### config.mk
export PLATFORM = sky130hd
export DESIGN_NAME = vec_issue_unit
export DESIGN_NICKNAME = d
export VERILOG_FILES = /design/src/rtl/vec_issue_unit.sv
export SDC_FILE = /design/constraint.sdc
export NUM_CORES = 1
export LEC_CHECK = 0
export ABC_AREA = 1
export BUFFER_PORTS_ARGS = -buffer_cell sky130_fd_sc_hd__buf_2
export CAP_MARGIN = 5
export CORE_MARGIN = 2
export CORE_UTILIZATION = 35
export DETAILED_ROUTE_END_ITERATION = 8
export PLACE_DENSITY = 0.53
export SLEW_MARGIN = 20
export SYNTH_ARGS = -nofsm -noshare
export SYNTH_HDL_FRONTEND = slang
export SYNTH_SLANG_ARGS = --single-unit
export TNS_END_PERCENT = 30
### constraint.sdc
create_clock -name clk -period 15.8 [get_ports clk]
set_input_delay 3.16 -clock clk [delete_from_list [all_inputs] [get_ports clk]]
set_output_delay 3.16 -clock clk [all_outputs]
set_load 0.05 [all_outputs]
### src/rtl/vec_issue_unit.sv
// Scalar-side issue front end for the vector co-processor: buffers vector instructions
// with their scalar operands, dispatches them in order and writes vl back for vset* ops.
module vec_issue_unit #(
    parameter int XLEN  = 32,
    parameter int DEPTH = 4
) (
    input  logic            clk,
    input  logic            reset,
    input  logic            sc_vec_valid,
    input  logic [XLEN-1:0] sc_vec_inst,
    input  logic [XLEN-1:0] sc_rs1_data,
    input  logic [XLEN-1:0] sc_rs2_data,
    output logic            sc_vec_ready,
    input  logic            sc_flush,
    output logic            sc_illegal,
    output logic            vec_inst_valid,
    output logic [XLEN-1:0] vec_inst,
    output logic [XLEN-1:0] vec_rs1_data,
    output logic [XLEN-1:0] vec_rs2_data,
    input  logic            vec_pro_ready,
    input  logic            vec_vl_resp_valid,
    input  logic [XLEN-1:0] vec_vl_resp,
    output logic            sc_rd_wr_en,
    output logic [4:0]      sc_rd_addr,
    output logic [XLEN-1:0] sc_rd_data,
    output logic            vec_busy
);

    localparam int PTR_W = (DEPTH > 1) ? $clog2(DEPTH) : 1;
    localparam int CNT_W = PTR_W + 1;

    localparam logic [PTR_W-1:0] PTR_ZERO = '0;
    localparam logic [PTR_W-1:0] PTR_ONE  = PTR_W'(1);
    localparam logic [CNT_W-1:0] CNT_ZERO = '0;
    localparam logic [CNT_W-1:0] CNT_ONE  = CNT_W'(1);
    localparam logic [CNT_W-1:0] CNT_FULL = CNT_W'(DEPTH);

    localparam logic [6:0] V_ARITH    = 7'b1010111;
    localparam logic [6:0] V_LOAD     = 7'b0000111;
    localparam logic [6:0] V_STORE    = 7'b0100111;
    localparam logic [2:0] CFG_FUNCT3 = 3'b111;

    localparam logic [0:0] ST_DISPATCH = 1'b0;
    localparam logic [0:0] ST_WAIT_VL  = 1'b1;

    function automatic logic is_vec_opcode(input logic [XLEN-1:0] inst);
        return (inst[6:0] == V_ARITH) || (inst[6:0] == V_LOAD) || (inst[6:0] == V_STORE);
    endfunction

    function automatic logic is_config(input logic [XLEN-1:0] inst);
        return (inst[6:0] == V_ARITH) && (inst[14:12] == CFG_FUNCT3);
    endfunction

    logic [XLEN-1:0]  inst_mem [DEPTH];
    logic [XLEN-1:0]  rs1_mem  [DEPTH];
    logic [XLEN-1:0]  rs2_mem  [DEPTH];

    logic [PTR_W-1:0] wr_ptr;
    logic [PTR_W-1:0] rd_ptr;
    logic [CNT_W-1:0] count;
    logic [0:0]       state;
    logic [4:0]       rd_pending;

    logic accept;
    logic do_push;
    logic do_pop;
    logic vl_done;

    assign sc_vec_ready   = reset & (count < CNT_FULL) & ~sc_flush;
    assign accept         = sc_vec_valid & sc_vec_ready;
    assign do_push        = accept & is_vec_opcode(sc_vec_inst);
    assign vec_inst_valid = (count != CNT_ZERO) & (state == ST_DISPATCH);
    assign do_pop         = vec_inst_valid & vec_pro_ready & ~sc_flush;
    assign vl_done        = (state == ST_WAIT_VL) & vec_vl_resp_valid & ~sc_flush;
    assign vec_busy       = (count != CNT_ZERO) | (state == ST_WAIT_VL);

    assign vec_inst     = inst_mem[rd_ptr];
    assign vec_rs1_data = rs1_mem[rd_ptr];
    assign vec_rs2_data = rs2_mem[rd_ptr];

    // Storage stage: payload is not reset, only the pointers/count qualify it
    always_ff @(posedge clk) begin
        if (do_push) begin
            inst_mem[wr_ptr] <= sc_vec_inst;
            rs1_mem[wr_ptr]  <= sc_rs1_data;
            rs2_mem[wr_ptr]  <= sc_rs2_data;
        end
    end

    // Queue control and issue FSM
    always_ff @(posedge clk) begin
        if (!reset) begin
            wr_ptr     <= PTR_ZERO;
            rd_ptr     <= PTR_ZERO;
            count      <= CNT_ZERO;
            state      <= ST_DISPATCH;
            rd_pending <= 5'd0;
            sc_illegal <= 1'b0;
        end else if (sc_flush) begin
            wr_ptr     <= PTR_ZERO;
            rd_ptr     <= PTR_ZERO;
            count      <= CNT_ZERO;
            state      <= ST_DISPATCH;
            rd_pending <= 5'd0;
            sc_illegal <= 1'b0;
        end else begin
            sc_illegal <= accept & ~is_vec_opcode(sc_vec_inst);
            if (do_push) begin
                wr_ptr <= wr_ptr + PTR_ONE;
            end
            if (do_pop) begin
                rd_ptr <= rd_ptr + PTR_ONE;
            end
            if (do_push && !do_pop) begin
                count <= count + CNT_ONE;
            end else if (!do_push && do_pop) begin
                count <= count - CNT_ONE;
            end
            case (state)
                ST_DISPATCH: begin
                    if (do_pop && is_config(vec_inst)) begin
                        state      <= ST_WAIT_VL;
                        rd_pending <= vec_inst[11:7];
                    end
                end
                default: begin
                    if (vec_vl_resp_valid) begin
                        state <= ST_DISPATCH;
                    end
                end
            endcase
        end
    end

    // Write-back stage: x0 destinations complete the handshake without a write
    always_ff @(posedge clk) begin
        if (!reset) begin
            sc_rd_wr_en <= 1'b0;
            sc_rd_addr  <= 5'd0;
            sc_rd_data  <= '0;
        end else begin
            sc_rd_wr_en <= vl_done & (rd_pending != 5'd0);
            if (vl_done && (rd_pending != 5'd0)) begin
                sc_rd_addr <= rd_pending;
                sc_rd_data <= vec_vl_resp;
            end
        end
    end

endmodule

## Word level (Yosys, flattened, before mapping)

Memories as Yosys holds them, arrays and structs flattened. A register that Yosys moved wholly into a read port is not among the register bits.
Index checks and enable logic that the tools add are counted.

- Memories kept: 3
- Word-level logic and storage cells: 65
- Register bits after elaboration: 52
- RAM bits: 384
- Output and inout port bits: 138

- Add/sub/neg operators: 4
- Mux-type cells: 13
- $lt $le $gt $ge: 1
- Equal/unequal tests: 5
- Bitwise gates (word level): 16
- Reductions and logical operators: 14

Memories:

| memory | depth | width | read ports | clocked after memory_dff | write ports | line | source |
|---|---|---|---|---|---|---|---|
| inst_mem | 4 | 32 | 1 | 1 | 1 | 54 | `logic [XLEN-1:0] inst_mem [DEPTH];` |
| rs1_mem | 4 | 32 | 1 | 1 | 1 | 55 | `logic [XLEN-1:0] rs1_mem [DEPTH];` |
| rs2_mem | 4 | 32 | 1 | 1 | 1 | 56 | `logic [XLEN-1:0] rs2_mem [DEPTH];` |

Operators by type and width:

| cell | count |
|---|---|
| == test 7 bit, second input constant | 2 |
| two-way mux 2 bit | 6 |
| AND 1 bit | 11 |
| == test 7 x 3 -> 1 bit, second input constant | 1 |
| == test 7 x 6 -> 1 bit, second input constant | 1 |
| two-way mux 3 bit | 2 |
| logical AND 1 bit | 5 |
| two-way mux 1 bit | 5 |
| nonzero test 5 bit | 1 |
| adder 2 x 1 -> 2 bit, second input constant | 2 |
| NOT 1 bit | 4 |
| adder 3 x 1 -> 3 bit, second input constant | 1 |
| == test 3 bit, second input constant | 1 |
| < comparator 3 bit, second input constant | 1 |
| nonzero test 3 bit | 1 |
| subtractor 3 x 1 -> 3 bit, second input constant | 1 |
| logical NOT 1 bit | 2 |
| logical OR 1 bit | 2 |
| AND reduction 2 bit | 1 |
| nonzero test 2 bit | 1 |
| OR reduction 2 bit | 1 |
| bitwise OR 1 bit | 1 |

## Longest topological paths before layout

- Depth in word-level cells: 9
- Mapped depth: 13
- Mapped depth without buffers: 13

## Worst setup path before layout

No wires, ideal clock.

- Path kind: input -> register
- Start point: in reset
- End point: mem inst_mem[0][0], enable pin
- Data required time: 15.248 ns
- Stages: 5
- Buffers on the path: 1
- Path slack: 6.656 ns
- Arrival: 8.592 ns
- Setup time: 0.552 ns
- Cell sequence: clkbuf_2 > nand2_1 > nor2_1 > nand3_1 > nor2_1

- Longest elaborated chain between the ends: 6

RTL lines:

| element | line | source |
|---|---|---|
| start, declared | 8 | `input logic reset,` |
| AND 1 bit (2 in series) | 69 | `assign sc_vec_ready = reset & (count < CNT_FULL) & ~sc_flush;` |
| net sc_vec_ready | 13 | `output logic sc_vec_ready,` |
| AND 1 bit | 70 | `assign accept = sc_vec_valid & sc_vec_ready;` |
| AND 1 bit | 71 | `assign do_push = accept & is_vec_opcode(sc_vec_inst);` |
| two-way mux 1 bit | 83 | `if (do_push) begin` |
| two-way mux 1 bit (implied by the code) | 84 | `inst_mem[wr_ptr] <= sc_vec_inst;` |
| end, declared | 54 |  |

The timed path passes the listed nets, and every way through them passes these cells.

## Worst setup path after layout

- Start point: in reset
- End point: out sc_vec_ready

- Longest elaborated chain between the ends: 2

RTL lines:

| element | line |
|---|---|
| AND 1 bit (2 in series) | 69 |
| end, declared | 13 |

Every way passes these cells.

==> results.json <==
{
  "status": "complete, no violations",
  "rr_endpoint": "rs1_mem[1][1]$_DFFE_PP_",
  "ctsHtreeMaxLevel": 2,
  "clk_root_buffer_cell": "clkbuf_16",
  "synth_area_leaders": "edfxtp_1 69%, dfxtp_1 6.5%, o21ai_0 6.4%",
  "die_x_microns": 221.8,
  "synthCells": 1289,
  "maxCapViolations": 0,
  "cts_tree": "built",
  "ff2ff_path_depth": 5,
  "n_fill_cell": 4359,
  "synth_area_leader_cell": "edfxtp_1",
  "ys_types": 28,
  "drt_iter0_markers": 695,
  "dieArea_sq_um": 49220,
  "core-area_sq_um": 46650,
  "synth.avg_cell_area_sq_um": 12.89,
  "hold_class": "reg -> reg",
  "clk_pin_slew_worst_paths_ns": 0.06,
  "hold_violations": 0,
  "rrSetupSlack_ns": 12.70,
  "wl_per_cell_microns": 17.94,
  "fmax_ghz": 0.1346,
  "ys_warn_count": 0,
  "syn_area_sq_um": 16610,
  "drt-total-wl_mm": 39.40,
  "grt_pass1_wl_mm": 60.29,
  "async_flop_share_pct": 0,
  "place_congestion": 0.7648,
  "detail-route-antenna-nets": 0,
  "ys_dominant_reg_cell": "edfxtp_1",
  "portBuffers": 271,
  "vias": 10640,
  "ys_ff_latch": 438,
  "cts_setup_buffers": 0,
  "postCtsHoldBufs": 0,
  "ys_seq_area_share_pct": 75.93,
  "die_h_microns": 221.8,
  "drive_gt1_share_pct": 24.61,
  "vias_per_cell": 4.846,
  "reg2reg_from": "count[2]$_SDFFE_PP0P_",
  "worstPathRequired_ns": 12.64,
  "grt_overflow": 0,
  "cp_max_fo": 36,
  "p_per_area_nw_per_um2": 119.7,
  "ir_drop_mv": 0.08704,
  "min_from": "rd_ptr[1]$_SDFFE_PP0P_",
  "skew_ns": 0.01673,
  "timing.hold.ws_ns": 0.4519,
  "maxSlewViolCount": 0,
  "boundaryPins": 272,
  "worst_pin_slew_ns": 1.055,
  "synth_top_area_share_pct": 69.42,
  "synth_common_cells": "384 x edfxtp_1, 263 x nor2_1, 212 x o21ai_0",
  "slew_headroom_pct": 29.69,
  "rsz0062_at_grt": "false",
  "synth_edf_count": 384,
  "hpwl_mm": 22.84,
  "hold_depth": 2,
  "grt_max_degree": 101,
  "finalSetupViolations": 0,
  "grtUsageTotal_pct": 15.79,
  "synth_most_common_cell": "edfxtp_1",
  "drtPass1Iterations": 4,
  "syn2layout_area_growth_pct": 20.82,
  "antenna_found_initial": 10,
  "cts_resized": 0,
  "cts_buffers": 49,
  "period_share_pct": 47.02,
  "num_rows": 79,
  "insertion_delay_ns": 0.58,
  "start_util_pct": 35.60,
  "cts.sink_count": 438,
  "pre_cts_slack_ns": 8.368,
  "fin_setup_tns_ns": 0,
  "syn_nets": 1429,
  "min_period_ns": 7.429,
  "clockBufferDepth": 3,
  "leakagePower_nw": 7.375,
  "drc_errors": 0,
  "grt_pass1_vias": 10530,
  "fin_ws_ns": 8.371,
  "path_class": "in -> out",
  "worstSetupStartpointType": "input pin",
  "fin_nets": 1689,
  "cp.arrival_ns": 4.27,
  "cp-end-kind": "primary output"
}
final cells by class:
cell class	instances	area [sq um]	area share (%)
sequential	438	12620	62.88
multi-input combinational	728	3457	17.23
timing repair buffer	284	1454	7.245
clock buffer	63	1330	6.628
tap	607	759.5	3.785
clock inverter	24	251.5	1.253
inverter	48	186.4	0.9290
antenna	4	10.01	0.04988
worst max-delay path by stage:
stage                          endpoint  slack, ns  cells after the start  startpoint
2_1_floorplan  inst_mem[0][0]$_DFFE_PP_       6.66                      5       reset
5_1_grt                    sc_vec_ready       8.19                      4       reset
4_1_cts                    sc_vec_ready       8.36                      4       reset
3_5_place_dp               sc_vec_ready       8.37                      4       reset
6_report                   sc_vec_ready       8.37                      4       reset
3_3_place_gp               sc_vec_ready       8.34                      4       reset
registers in the layout, summed over array words and instances (netlist names), named ones only:
signal	flops
sc_rd_data	32
inst_mem	128
wr_ptr	2
state	1
sc_illegal	1
sc_rd_wr_en	1
rs1_mem	128
sc_rd_addr	5
rd_pending	5
count	3
rs2_mem	128
rd_ptr	2
layout by cell type, fill, tap and decap left out, drive strengths merged:
| cell type | synthesis | layout |
|---|---|---|
| nor2 | 267 | 267 |
| diode | 0 | 4 |
| nand3 | 29 | 29 |
| o21ai | 212 | 212 |
| fa | 1 | 1 |
| a21oi | 15 | 15 |
| nand4 | 3 | 3 |
| nand2 | 105 | 105 |
| ha | 5 | 5 |
| inv | 48 | 48 |
| bufinv | 0 | 4 |
| clkbuf | 47 | 63 |
| xor2 | 1 | 1 |
| dfxtp | 54 | 54 |
| buf | 28 | 284 |
| clkinvlp | 0 | 1 |
| edfxtp | 384 | 384 |
| nor3 | 4 | 4 |
| clkinv | 0 | 19 |
| or2 | 1 | 1 |
| o22ai | 85 | 85 |
logic make-up after synthesis:
| family | synth area share, % |
|---|---|
| compound gates | 10.04 |
| xor+xnor | 0.05274 |
| fa+ha+maj | 0.4972 |
| buf+inv | 3.450 |
| flops | 75.93 |
| simple gates | 10.03 |
through the flow:
stage	utilization [%]	power [W]	instance area (sq um)	instances
global placement	39.60	0.001318	18470	2105
global route	42.99	0.002478	20060	2192
finish	43.01	0.002403	20070	2196
CTS	42.99	0.002432	20060	2192
detailed placement	39.60	0.001319	18470	2105
floorplan	-	0.001291	16610	1289
worst max-delay path, cell delays in order:
cell     delay (ns)
buf_2          0.42
nand2_1        0.20
nor2_1         0.18
buf_2          0.29
routing by layer:
metal | GRT usage, % | routed length [microns] | vias up
li1 | - | - | 5157
met3 | 4.890 | 3139 | 82
met1 | 20.36 | 17250 | 5109
met5 | 0 | 130 | -
met4 | 5.296 | 911 | 18
met2 | 25.34 | 17960 | 275
where the power goes:
part | total, W | leakage [nW] | switching (W) | internal (W)
sequential | 0.00126 | 3.89 | 0.000000178 | 0.00126
combinational | 0.0000375 | 2.71 | 0.0000232 | 0.0000142
clock | 0.00111 | 0.774 | 0.000448 | 0.000660
Power figures use the tool's default switching activity.
